==> src/rtl/wf68k30l_pkg.sv <==
// Shared types for the WF68K30L data-register writeback path.
// Holds the queued writeback entry layout and the operand size encoding.
package wf68k30l_pkg;

    localparam int DR_SEL_W = 3;

    typedef enum logic [1:0] {
        SZ_BYTE = 2'd0,
        SZ_WORD = 2'd1,
        SZ_LONG = 2'd2,
        SZ_RSVD = 2'd3
    } op_size_t;

    typedef struct packed {
        logic [31:0]         data_1;
        logic [31:0]         data_2;
        logic [DR_SEL_W-1:0] sel_1;
        logic [DR_SEL_W-1:0] sel_2;
        logic                pair;
        op_size_t            size;
    } wb_entry_t;

endpackage

==> src/rtl/wf68k30l_sync_fifo.sv <==
// Parametric circular FIFO with pointer/count bookkeeping and a flush port.
// Storage is exposed so the owner can search queued entries.
module wf68k30l_sync_fifo #(
    parameter int  DEPTH = 4,
    parameter type T     = logic
) (
    input  logic                       i_clk,
    input  logic                       i_rst_n,
    input  logic                       i_flush,
    input  logic                       i_push,
    input  logic                       i_pop,
    input  T                           i_wdata,
    output T                           o_head,
    output T                           o_entries [DEPTH],
    output logic [$clog2(DEPTH)-1:0]   o_rd_ptr,
    output logic [$clog2(DEPTH):0]     o_count,
    output logic                       o_full,
    output logic                       o_empty
);

    localparam int AW = $clog2(DEPTH);
    localparam int CW = AW + 1;

    T                r_mem [DEPTH];
    logic [AW-1:0]   r_rd_ptr;
    logic [AW-1:0]   r_wr_ptr;
    logic [CW-1:0]   r_count;

    always_ff @(posedge i_clk) begin
        if (!i_rst_n || i_flush) begin
            r_rd_ptr <= '0;
            r_wr_ptr <= '0;
            r_count  <= '0;
        end else begin
            if (i_push) r_wr_ptr <= r_wr_ptr + AW'(1);
            if (i_pop)  r_rd_ptr <= r_rd_ptr + AW'(1);
            case ({i_push, i_pop})
                2'b10:   r_count <= r_count + CW'(1);
                2'b01:   r_count <= r_count - CW'(1);
                default: r_count <= r_count;
            endcase
        end
    end

    // Storage carries no reset; validity is tracked purely by the count.
    always_ff @(posedge i_clk) begin
        if (i_push && !i_flush) r_mem[r_wr_ptr] <= i_wdata;
    end

    assign o_head    = r_mem[r_rd_ptr];
    assign o_entries = r_mem;
    assign o_rd_ptr  = r_rd_ptr;
    assign o_count   = r_count;
    assign o_full    = (r_count == CW'(DEPTH));
    assign o_empty   = (r_count == '0);

endmodule

==> src/rtl/wf68k30l_dr_writeback_buffer.sv <==
// In-order writeback queue feeding the data register file write ports.
// Pulses UNMARK when the queue empties and flags reads of queued registers.
module wf68k30l_dr_writeback_buffer
    import wf68k30l_pkg::*;
#(
    parameter int DEPTH = 4
) (
    input  logic                CLK,
    input  logic                RESETn,
    input  logic                WB_VALID,
    output logic                WB_READY,
    input  logic [31:0]         WB_DATA_1,
    input  logic [31:0]         WB_DATA_2,
    input  logic [DR_SEL_W-1:0] WB_SEL_1,
    input  logic [DR_SEL_W-1:0] WB_SEL_2,
    input  logic                WB_PAIR,
    input  logic [1:0]          WB_SIZE,
    input  logic                DRAIN_EN,
    input  logic                FLUSH,
    input  logic [DR_SEL_W-1:0] RD_SEL_1,
    input  logic [DR_SEL_W-1:0] RD_SEL_2,
    output logic [31:0]         DR_IN_1,
    output logic [31:0]         DR_IN_2,
    output logic [DR_SEL_W-1:0] DR_SEL_WR_1,
    output logic [DR_SEL_W-1:0] DR_SEL_WR_2,
    output logic                DR_WR_1,
    output logic                DR_WR_2,
    output logic [1:0]          OP_SIZE,
    output logic                UNMARK,
    output logic                PENDING_HIT
);

    localparam int AW = $clog2(DEPTH);
    localparam int CW = AW + 1;

    wb_entry_t      w_wdata;
    wb_entry_t      w_head;
    wb_entry_t      w_entries [DEPTH];
    logic [AW-1:0]  w_rd_ptr;
    logic [CW-1:0]  w_count;
    logic           w_full;
    logic           w_empty;
    logic           w_push;
    logic           w_pop;
    logic           w_hit;
    logic           r_unmark;

    assign w_wdata = '{
        data_1: WB_DATA_1,
        data_2: WB_DATA_2,
        sel_1:  WB_SEL_1,
        sel_2:  WB_SEL_2,
        pair:   WB_PAIR,
        size:   op_size_t'(WB_SIZE)
    };

    // Ready comes only from the registered count, so a same-cycle pop never frees a slot.
    assign WB_READY = !w_full;
    assign w_push   = WB_VALID && !w_full && !FLUSH;
    assign w_pop    = !w_empty && DRAIN_EN && !FLUSH;

    wf68k30l_sync_fifo #(
        .DEPTH (DEPTH),
        .T     (wb_entry_t)
    ) u_fifo (
        .i_clk     (CLK),
        .i_rst_n   (RESETn),
        .i_flush   (FLUSH),
        .i_push    (w_push),
        .i_pop     (w_pop),
        .i_wdata   (w_wdata),
        .o_head    (w_head),
        .o_entries (w_entries),
        .o_rd_ptr  (w_rd_ptr),
        .o_count   (w_count),
        .o_full    (w_full),
        .o_empty   (w_empty)
    );

    assign DR_WR_1     = w_pop;
    assign DR_WR_2     = w_pop && w_head.pair;
    assign DR_IN_1     = w_empty ? '0 : w_head.data_1;
    assign DR_IN_2     = w_empty ? '0 : w_head.data_2;
    assign DR_SEL_WR_1 = w_empty ? '0 : w_head.sel_1;
    assign DR_SEL_WR_2 = w_empty ? '0 : w_head.sel_2;
    assign OP_SIZE     = w_empty ? '0 : w_head.size;

    always_ff @(posedge CLK) begin
        if (!RESETn) begin
            r_unmark <= 1'b0;
        end else begin
            r_unmark <= FLUSH || (w_pop && !w_push && (w_count == CW'(1)));
        end
    end

    assign UNMARK = r_unmark;

    // An entry is live when its distance from the read pointer is below the count.
    always_comb begin
        logic [AW-1:0] w_off;
        w_hit = 1'b0;
        w_off = '0;
        for (int i = 0; i < DEPTH; i++) begin
            w_off = AW'(i) - w_rd_ptr;
            if ({1'b0, w_off} < w_count) begin
                if ((RD_SEL_1 == w_entries[i].sel_1) || (RD_SEL_2 == w_entries[i].sel_1))
                    w_hit = 1'b1;
                if (w_entries[i].pair &&
                    ((RD_SEL_1 == w_entries[i].sel_2) || (RD_SEL_2 == w_entries[i].sel_2)))
                    w_hit = 1'b1;
            end
        end
    end

    assign PENDING_HIT = w_hit;

endmodule

==> config.mk <==
export PLATFORM = sky130hd
export DESIGN_NAME = wf68k30l_dr_writeback_buffer
export DESIGN_NICKNAME = d
export VERILOG_FILES = /design/src/rtl/wf68k30l_pkg.sv /design/src/rtl/wf68k30l_sync_fifo.sv /design/src/rtl/wf68k30l_dr_writeback_buffer.sv
export SDC_FILE = /design/constraint.sdc
export NUM_CORES = 1
export LEC_CHECK = 0
export BUFFER_PORTS_ARGS = -buffer_cell sky130_fd_sc_hd__buf_2
export CAP_MARGIN = 20
export CORE_MARGIN = 8
export CORE_UTILIZATION = 52
export CTS_CLUSTER_DIAMETER = 150
export DETAILED_ROUTE_END_ITERATION = 10
export GPL_TIMING_DRIVEN = 0
export HOLD_SLACK_MARGIN = 0.02
export PLACE_DENSITY = 0.88
export SYNTH_ARGS = -nofsm -noshare
export SYNTH_HDL_FRONTEND = slang
export SYNTH_SLANG_ARGS = --single-unit
==> constraint.sdc <==
create_clock -name CLK -period 3.4 [get_ports CLK]
set_input_delay 0.34 -clock CLK [delete_from_list [all_inputs] [get_ports CLK]]
set_output_delay 0.34 -clock CLK [all_outputs]
set_load 0.03 [all_outputs]
## Yosys cells after proc, flatten, opt, wreduce, memory -nomap -nowiden

Cells that the tools add are included.

- Register bits: 300
- Bits of input ports: 84
- Output and inout port bits: 77
- Logic and storage cells: 119

- $add $sub $neg: 8
- Order comparisons: 7
- Eq/ne operators: 20
- Mux-type cells: 24
- Bitwise operators: 2
- Reduce and logical (&&, ||, !) cells: 30

Operator list:

| operator | number |
|---|---|
| 292-bit bitwise mux | 1 |
| 73-bit 2-to-1 mux | 3 |
| 73-bit binary-select mux with 2-bit select | 1 |
| 73-bit demux with 2-bit select | 1 |
| 32-bit 2-to-1 mux | 2 |
| 3-bit equality test | 16 |
| 1-bit logical AND | 13 |
| 2-bit by 3-bit less-than comparator with 1-bit output | 4 |
| 1-bit 2-to-1 mux | 12 |
| 1-bit logical OR | 10 |
| 3-bit >= comparator, second input constant | 2 |
| 3-bit 2-to-1 mux | 2 |
| 2-bit NOT with 3-bit output | 2 |
| 3-bit one-hot mux with 2 select lines | 1 |
| 1-bit logical NOT | 5 |
| 2-bit by 1-bit adder with 2-bit output, second input constant | 2 |
| 1-bit by 2-bit subtractor with 2-bit output, first input constant | 2 |
| 2-bit subtractor, first input constant | 2 |
| 3-bit by 1-bit adder with 3-bit output, second input constant | 1 |
| 3-bit by 1-bit equality test with 1-bit output, second input constant | 1 |
| 3-bit equality test, second input constant | 1 |
| 3-bit logical NOT | 1 |
| 3-bit by 1-bit less-than comparator with 1-bit output, second input constant | 1 |
| 3-bit by 1-bit subtractor with 3-bit output, second input constant | 1 |
| other kinds (4) | 4 |

## Logic depth before layout (Yosys ltp)

- Word-level depth: 14
- Depth in mapped cells: 10
- Gate-level depth less buffers: 10

## By module

A second synthesis with hierarchy kept.

- Cell total of the unflattened synthesis: 613
- Area, all modules: 12216.7 µm²

Modules (own cells, without submodules):

| module | times used | cells each | area each (µm²) |
|---|---|---|---|
| wf68k30l_sync_fifo | 1 | 426 | 10930.5 |
| wf68k30l_dr_writeback_buffer | 1 | 187 | 1286.2 |

## Least setup slack after synthesis

No wires, ideal clock.

- Path type: flip-flop to flip-flop
- From: reg u_fifo.r_count[0] (netlist: u_fifo.o_count[0])
- To: reg u_fifo.r_mem (netlist bit u_fifo.o_entries[0]) (enable)
- Arrival time: 3.144 ns
- Required time: 2.961 ns
- Path slack: -0.184 ns
- Cell stages (with the launch flop): 7
- Path through: dfxtp_1 > inv_1 > ha_1 > nand2_1 > and2_1 > nor2b_1 > and2_1

- Cells in the longest elaborated chain, start to end: 5

Ends and longest elaborated chain:

| element | RTL line | text |
|---|---|---|
| start: declaration | wf68k30l_sync_fifo.sv:27 | `logic [CW-1:0] r_count;` |
| start signal: assignment | wf68k30l_sync_fifo.sv:38 | `2'b10: r_count <= r_count + CW'(1);` |
| start signal: assignment | wf68k30l_sync_fifo.sv:39 | `2'b01: r_count <= r_count - CW'(1);` |
| start signal: assignment | wf68k30l_sync_fifo.sv:40 | `default: r_count <= r_count;` |
| 3-bit equality test | wf68k30l_sync_fifo.sv:54 | `assign o_full = (r_count == CW'(DEPTH));` |
| 1-bit logical NOT | n/a |  |
| via WB_READY | wf68k30l_dr_writeback_buffer.sv:11 | `output logic WB_READY,` |
| 1-bit logical AND (2 in a row) | wf68k30l_dr_writeback_buffer.sv:59 | `assign w_push = WB_VALID && !w_full && !FLUSH;` |
| 1-bit logical AND | wf68k30l_sync_fifo.sv:47 | `if (i_push && !i_flush) r_mem[r_wr_ptr] <= i_wdata;` |
| end signal: indexed assignment | wf68k30l_sync_fifo.sv:47 |  |
| end: declaration | wf68k30l_sync_fifo.sv:24 | `T r_mem [DEPTH];` |

The timed path passes the listed nets, and every way through them passes these cells.
A chain may end at the register's enable or synchronous reset.

## Worst setup path in the final report

- From: reg u_fifo.r_rd_ptr[0] (netlist: u_fifo.o_rd_ptr[0])
- To: out PENDING_HIT

- Cells in the longest elaborated chain, start to end: 12
- Elaborated cells on any way between the ends: 18

Ends and longest elaborated chain:

| element | RTL line | text |
|---|---|---|
| start: declaration | wf68k30l_sync_fifo.sv:25 | `logic [AW-1:0] r_rd_ptr;` |
| start signal: assignment | wf68k30l_sync_fifo.sv:36 | `if (i_pop) r_rd_ptr <= r_rd_ptr + AW'(1);` |
| 1-bit by 2-bit subtractor with 2-bit output | wf68k30l_dr_writeback_buffer.sv:104 | `w_off = AW'(i) - w_rd_ptr;` |
| 2-bit by 3-bit less-than comparator with 1-bit output | wf68k30l_dr_writeback_buffer.sv:105 | `if ({1'b0, w_off} < w_count) begin` |
| 1-bit 2-to-1 mux | wf68k30l_dr_writeback_buffer.sv:105 |  |
| 1-bit 2-to-1 mux | wf68k30l_dr_writeback_buffer.sv:106 | `if ((RD_SEL_1 == w_entries[i].sel_1) \|\| (RD_SEL_2 == w_entries[i].sel_1))` |
| 1-bit 2-to-1 mux | wf68k30l_dr_writeback_buffer.sv:108 | `if (w_entries[i].pair &&` |
| 1-bit 2-to-1 mux | wf68k30l_dr_writeback_buffer.sv:105 |  |
| 1-bit 2-to-1 mux | wf68k30l_dr_writeback_buffer.sv:106 |  |
| 1-bit 2-to-1 mux | wf68k30l_dr_writeback_buffer.sv:108 |  |
| 1-bit 2-to-1 mux | wf68k30l_dr_writeback_buffer.sv:105 |  |
| 1-bit 2-to-1 mux | wf68k30l_dr_writeback_buffer.sv:106 |  |
| 1-bit 2-to-1 mux | wf68k30l_dr_writeback_buffer.sv:108 |  |
| 1-bit 2-to-1 mux (*) | wf68k30l_dr_writeback_buffer.sv:105 |  |
| end: declaration | wf68k30l_dr_writeback_buffer.sv:30 | `output logic PENDING_HIT` |

Mark *: on every way between the ends. The rest lies on a longest branch, timed or not.

==> results.md <==
- Status: finished clean
- Post-synthesis adder-cell area fraction: under 10%
- P_sw: 1.68 mW
- CP delay by family, top: buffers and inverters
- Syn_nets: just over 700
- Smallest hold slack: 0.0451 ns
- Part of the power in the clock network: between 40% and 50%
- Worst Path Required: 3.06 ns
- Post-Syn Area per Cell: around 20 µm²
- Placed insts: ~1100
- Sw Ratio: 21.2%
- Largest family of logic cells by synthesized area: multiplexers
- Rows: 56
- Worst Min Path Start: WB_DATA_2[26]
- CTS Buf Count: 29
- Syn Inst Count: just over 600
- Total Wirelength: ~26 mm
- Peak supply drop: ~0.49 mV
- Seq cells post-synth: 300
- Setup Skew: 0.0243 ns
- 1st-pass router iterations: 4
- CP Cell Sequence: buf_6 > buf_6 > buf_8 > xnor2_1 > inv_1 > ha_1 > a21oi_1 > nor2_1 > a21oi_1 > or4_1 > buf_2
- PortBufs: 154
- Mapped Area: 12300 µm²
- Final ANT Viol Nets: 0
- Buffers and inverters on the worst path: 5
- Fmax: slightly above 300 MHz
- TritonCTS clock tree: done
- First-pass GRT wire length: roughly 40 mm
- DR iter-0 viols: between 400 and 500
- Static Leak: around 5.3 nW
- Dpl hpwl: between 15 and 20 mm
- Pwr Total: roughly 8 mW
- Largest net degree at the start of global routing: between 40 and 50
- Reg2Reg Depth: 7
- Worst skew pair latency: approximately 0.55 ns
- R2R Path Start: u_fifo.o_count[0]$_SDFFE_PP0P_
- Die Area: approximately 29000 µm²
- Initial antenna violation count: 3
- Pwr dens: around 520 nW/µm²
- CP Class: flop to output pin
- Final worst-path cycle share: a little over nine tenths
- CP Data Arrival Time: slightly below 3 ns
- Crit path largest cell delay: ~0.55 ns
- Hold Vio Cnt, Final: 0
- Vias in the first global route: around 7200
- Vias: approximately 6500
- I/O pin total: 161
- H-tree levels: 1
- Via density: roughly 5.4
- Layout Cells excl Fill: 1216
- Type of the worst min-delay path: input pin to flop
- Worst setup EP type: output pin
- Final-report max-slew violation count: 0
- Yosys warns: 0
- Setup slack, reg-to-reg: between 0.5 and 0.6 ns
- Die W: between 150 and 200 µm
- Chip Height: approximately 170 µm
- Worst-Margin Slew: 0.706 ns
- Max-Slew Margin vs Limit: roughly 53%
- Reg clk slew, reported paths: roughly 0.060 ns
- Layout cell share with drive strength beyond 1: 34.3%
- Worst setup SP type: flop
- FILL cells: approximately 1600
- MaxCap Viol Count: 0
- Setup bufs post-CTS: 0
- GP Congestion: around 0.80
- CORE AREA: between 20000 and 25000 µm²
- Layout net count: 970
- Unique masters post-synth: 31
- Worst r2r dst: u_fifo.o_entries[251]$_DFFE_PP_
- Xor/xnor share of the synthesized area: between 4 and 5%
- DRC Markers: 0
- Remaining Overflow, GRT: 0
- Sequential area share after synthesis: 72.6%
- Routed len/inst: 21.2 µm
- Clock tree buffer depth: 3
- Area share of and/or/nand/nor cells after synthesis: roughly 5.4%
- Sequential Power Share: 52.4%
- Post-layout min period: 3.23 ns
- Synth Area in Compound Gates: less than 1%
- Area grow syn2layout: 23.6%
- Root buf cell: clkbuf_16
- Comb pwr share: 7.2%
- All-layer global routing usage: roughly 18%
- Endpoint, Worst Hold: u_fifo.o_entries[181]$_DFFE_PP_
- WHS Path Cells: 1
- Initial Util: 52.7%
- Worst path slowest cell: or4_1
- RSZ-0062 raised after global routing: no
- Pint: 6.24 mW
- Largest fanout on the critical path: 10
- # setup viols final: 0
- Clock Sinks: 300
- Mux cell area share after synthesis: a little over an eighth
==> repair_timing <==
item	CTS	global route
hold buffers	68	0
endpoints found under the setup margin	0	60
resized for setup	0	6
endpoints found under the hold margin	262	0
==> final cells by class <==
cell class | instances | area (µm²) | share of cell area (%)
Buffer | 32 | 235 | 1.55
Antenna cell | 2 | 5.00 | 0.0329
Clock buffer | 34 | 744 | 4.90
Sequential cell | 300 | 8930 | 58.8
Clock inverter | 19 | 203 | 1.33
Inverter | 7 | 26.3 | 0.173
Multi-Input combinational cell | 277 | 3120 | 20.5
Timing Repair Buffer | 226 | 1540 | 10.1
Tap cell | 319 | 399 | 2.63
==> power by group through the flow <==
stage                     clock network, mW  registers, mW  logic, mW
after floorplan                           0           4.22      0.313
after global placement                    0           4.22      0.490
after detailed placement                  0           4.22      0.509
after CTS                              3.24           4.14      0.576
after global routing                   3.40           4.15      0.615
final                                  3.20           4.14      0.572
==> cell families after synthesis <==
logic type                 count (synthesis)
and+or+nand+nor                          115
AOI/OAI and AO/OA                         21
buffers and inverters                     39
DFF                                      300
adders and majority gates                 13
muxes                                     74
xor gates and xnor gates                  54
==> metal layers <==
| metal | GRT usage [%] | part of all wire [%] |
|---|---|---|
| met1 | 22.3 | 39 |
| met2 | 30.9 | 51 |
| met3 | 4.19 | 7.1 |
| met4 | 4.92 | 2.0 |
| met5 | 0 | 0.046 |
==> layout by cell type (no fill, tap or decap), drive strengths merged, types with 2 or more instances in the layout <==
master	netlist	layout
clkinv	0	12
xor2	38	38
nor3	12	12
xnor2	16	16
nor2b	75	75
ha	13	13
diode	0	2
a31oi	4	4
and2	6	6
dlygate4sd3	0	68
edfxtp	292	292
o21ai	5	5
mux4	73	73
a21oi	10	10
dfxtp	8	8
nand2b	2	2
clkinvlp	0	2
inv	7	8
bufinv	0	4
buf	23	181
nand2	4	4
nor2	13	13
clkbuf	9	43
==> how the worst max path moves through the flow <==
stage                                               start                               to  slack (ns)  depth (start not counted)
after floorplan            u_fifo.o_count[0]$_SDFFE_PP0P_    u_fifo.o_entries[0]$_DFFE_PP_        0.62                          6
after global placement     u_fifo.o_count[0]$_SDFFE_PP0P_  u_fifo.o_entries[232]$_DFFE_PP_       -0.08                          6
after detailed placement   u_fifo.o_count[0]$_SDFFE_PP0P_  u_fifo.o_entries[240]$_DFFE_PP_        0.54                          7
after CTS                  u_fifo.o_count[1]$_SDFFE_PP0P_                   DR_SEL_WR_2[1]       0.004                          7
after global routing      u_fifo.o_rd_ptr[0]$_SDFFE_PP0P_                      PENDING_HIT        0.01                         11
final                     u_fifo.o_rd_ptr[0]$_SDFFE_PP0P_                      PENDING_HIT        0.17                         11
==> synth_stat cells, drive strengths merged <==
library cell	number	area, µm²
a211oi	1	7.51
a21oi	10	50.1
a31oi	4	25.0
and2	6	37.5
buf	23	195
clkbuf	9	33.8
dfxtp	8	160
edfxtp	292	8770
ha	13	163
inv	7	26.3
mux2i	1	10.0
mux4	73	1650
nand2	4	15.0
nand2b	2	12.5
nor2	13	48.8
nor2b	75	469
nor3	12	60.1
nor3b	1	7.51
o21a	1	7.51
o21ai	5	28.8
or3	1	6.26
or4	1	7.51
xnor2	16	140
xor2	38	363
==> registers in the layout, indices dropped and copies added (netlist names) <==
register          count
u_fifo.r_wr_ptr       2
u_fifo.o_entries    292
UNMARK                1
u_fifo.o_count        3
u_fifo.o_rd_ptr       2
==> metrics by stage <==
step	area, µm²	util, %	TNS, ns	setup slack, ns
global route	15200	65.1	0	0.0108
global placement	13500	57.7	-16.18	-0.0810
finish	15200	65.1	0	0.169
floorplan	12300	-	0	0.615
detailed placement	13600	58.1	0	0.538
CTS	15200	65.1	0	0.00414
Power figures use the tool's default switching activity.
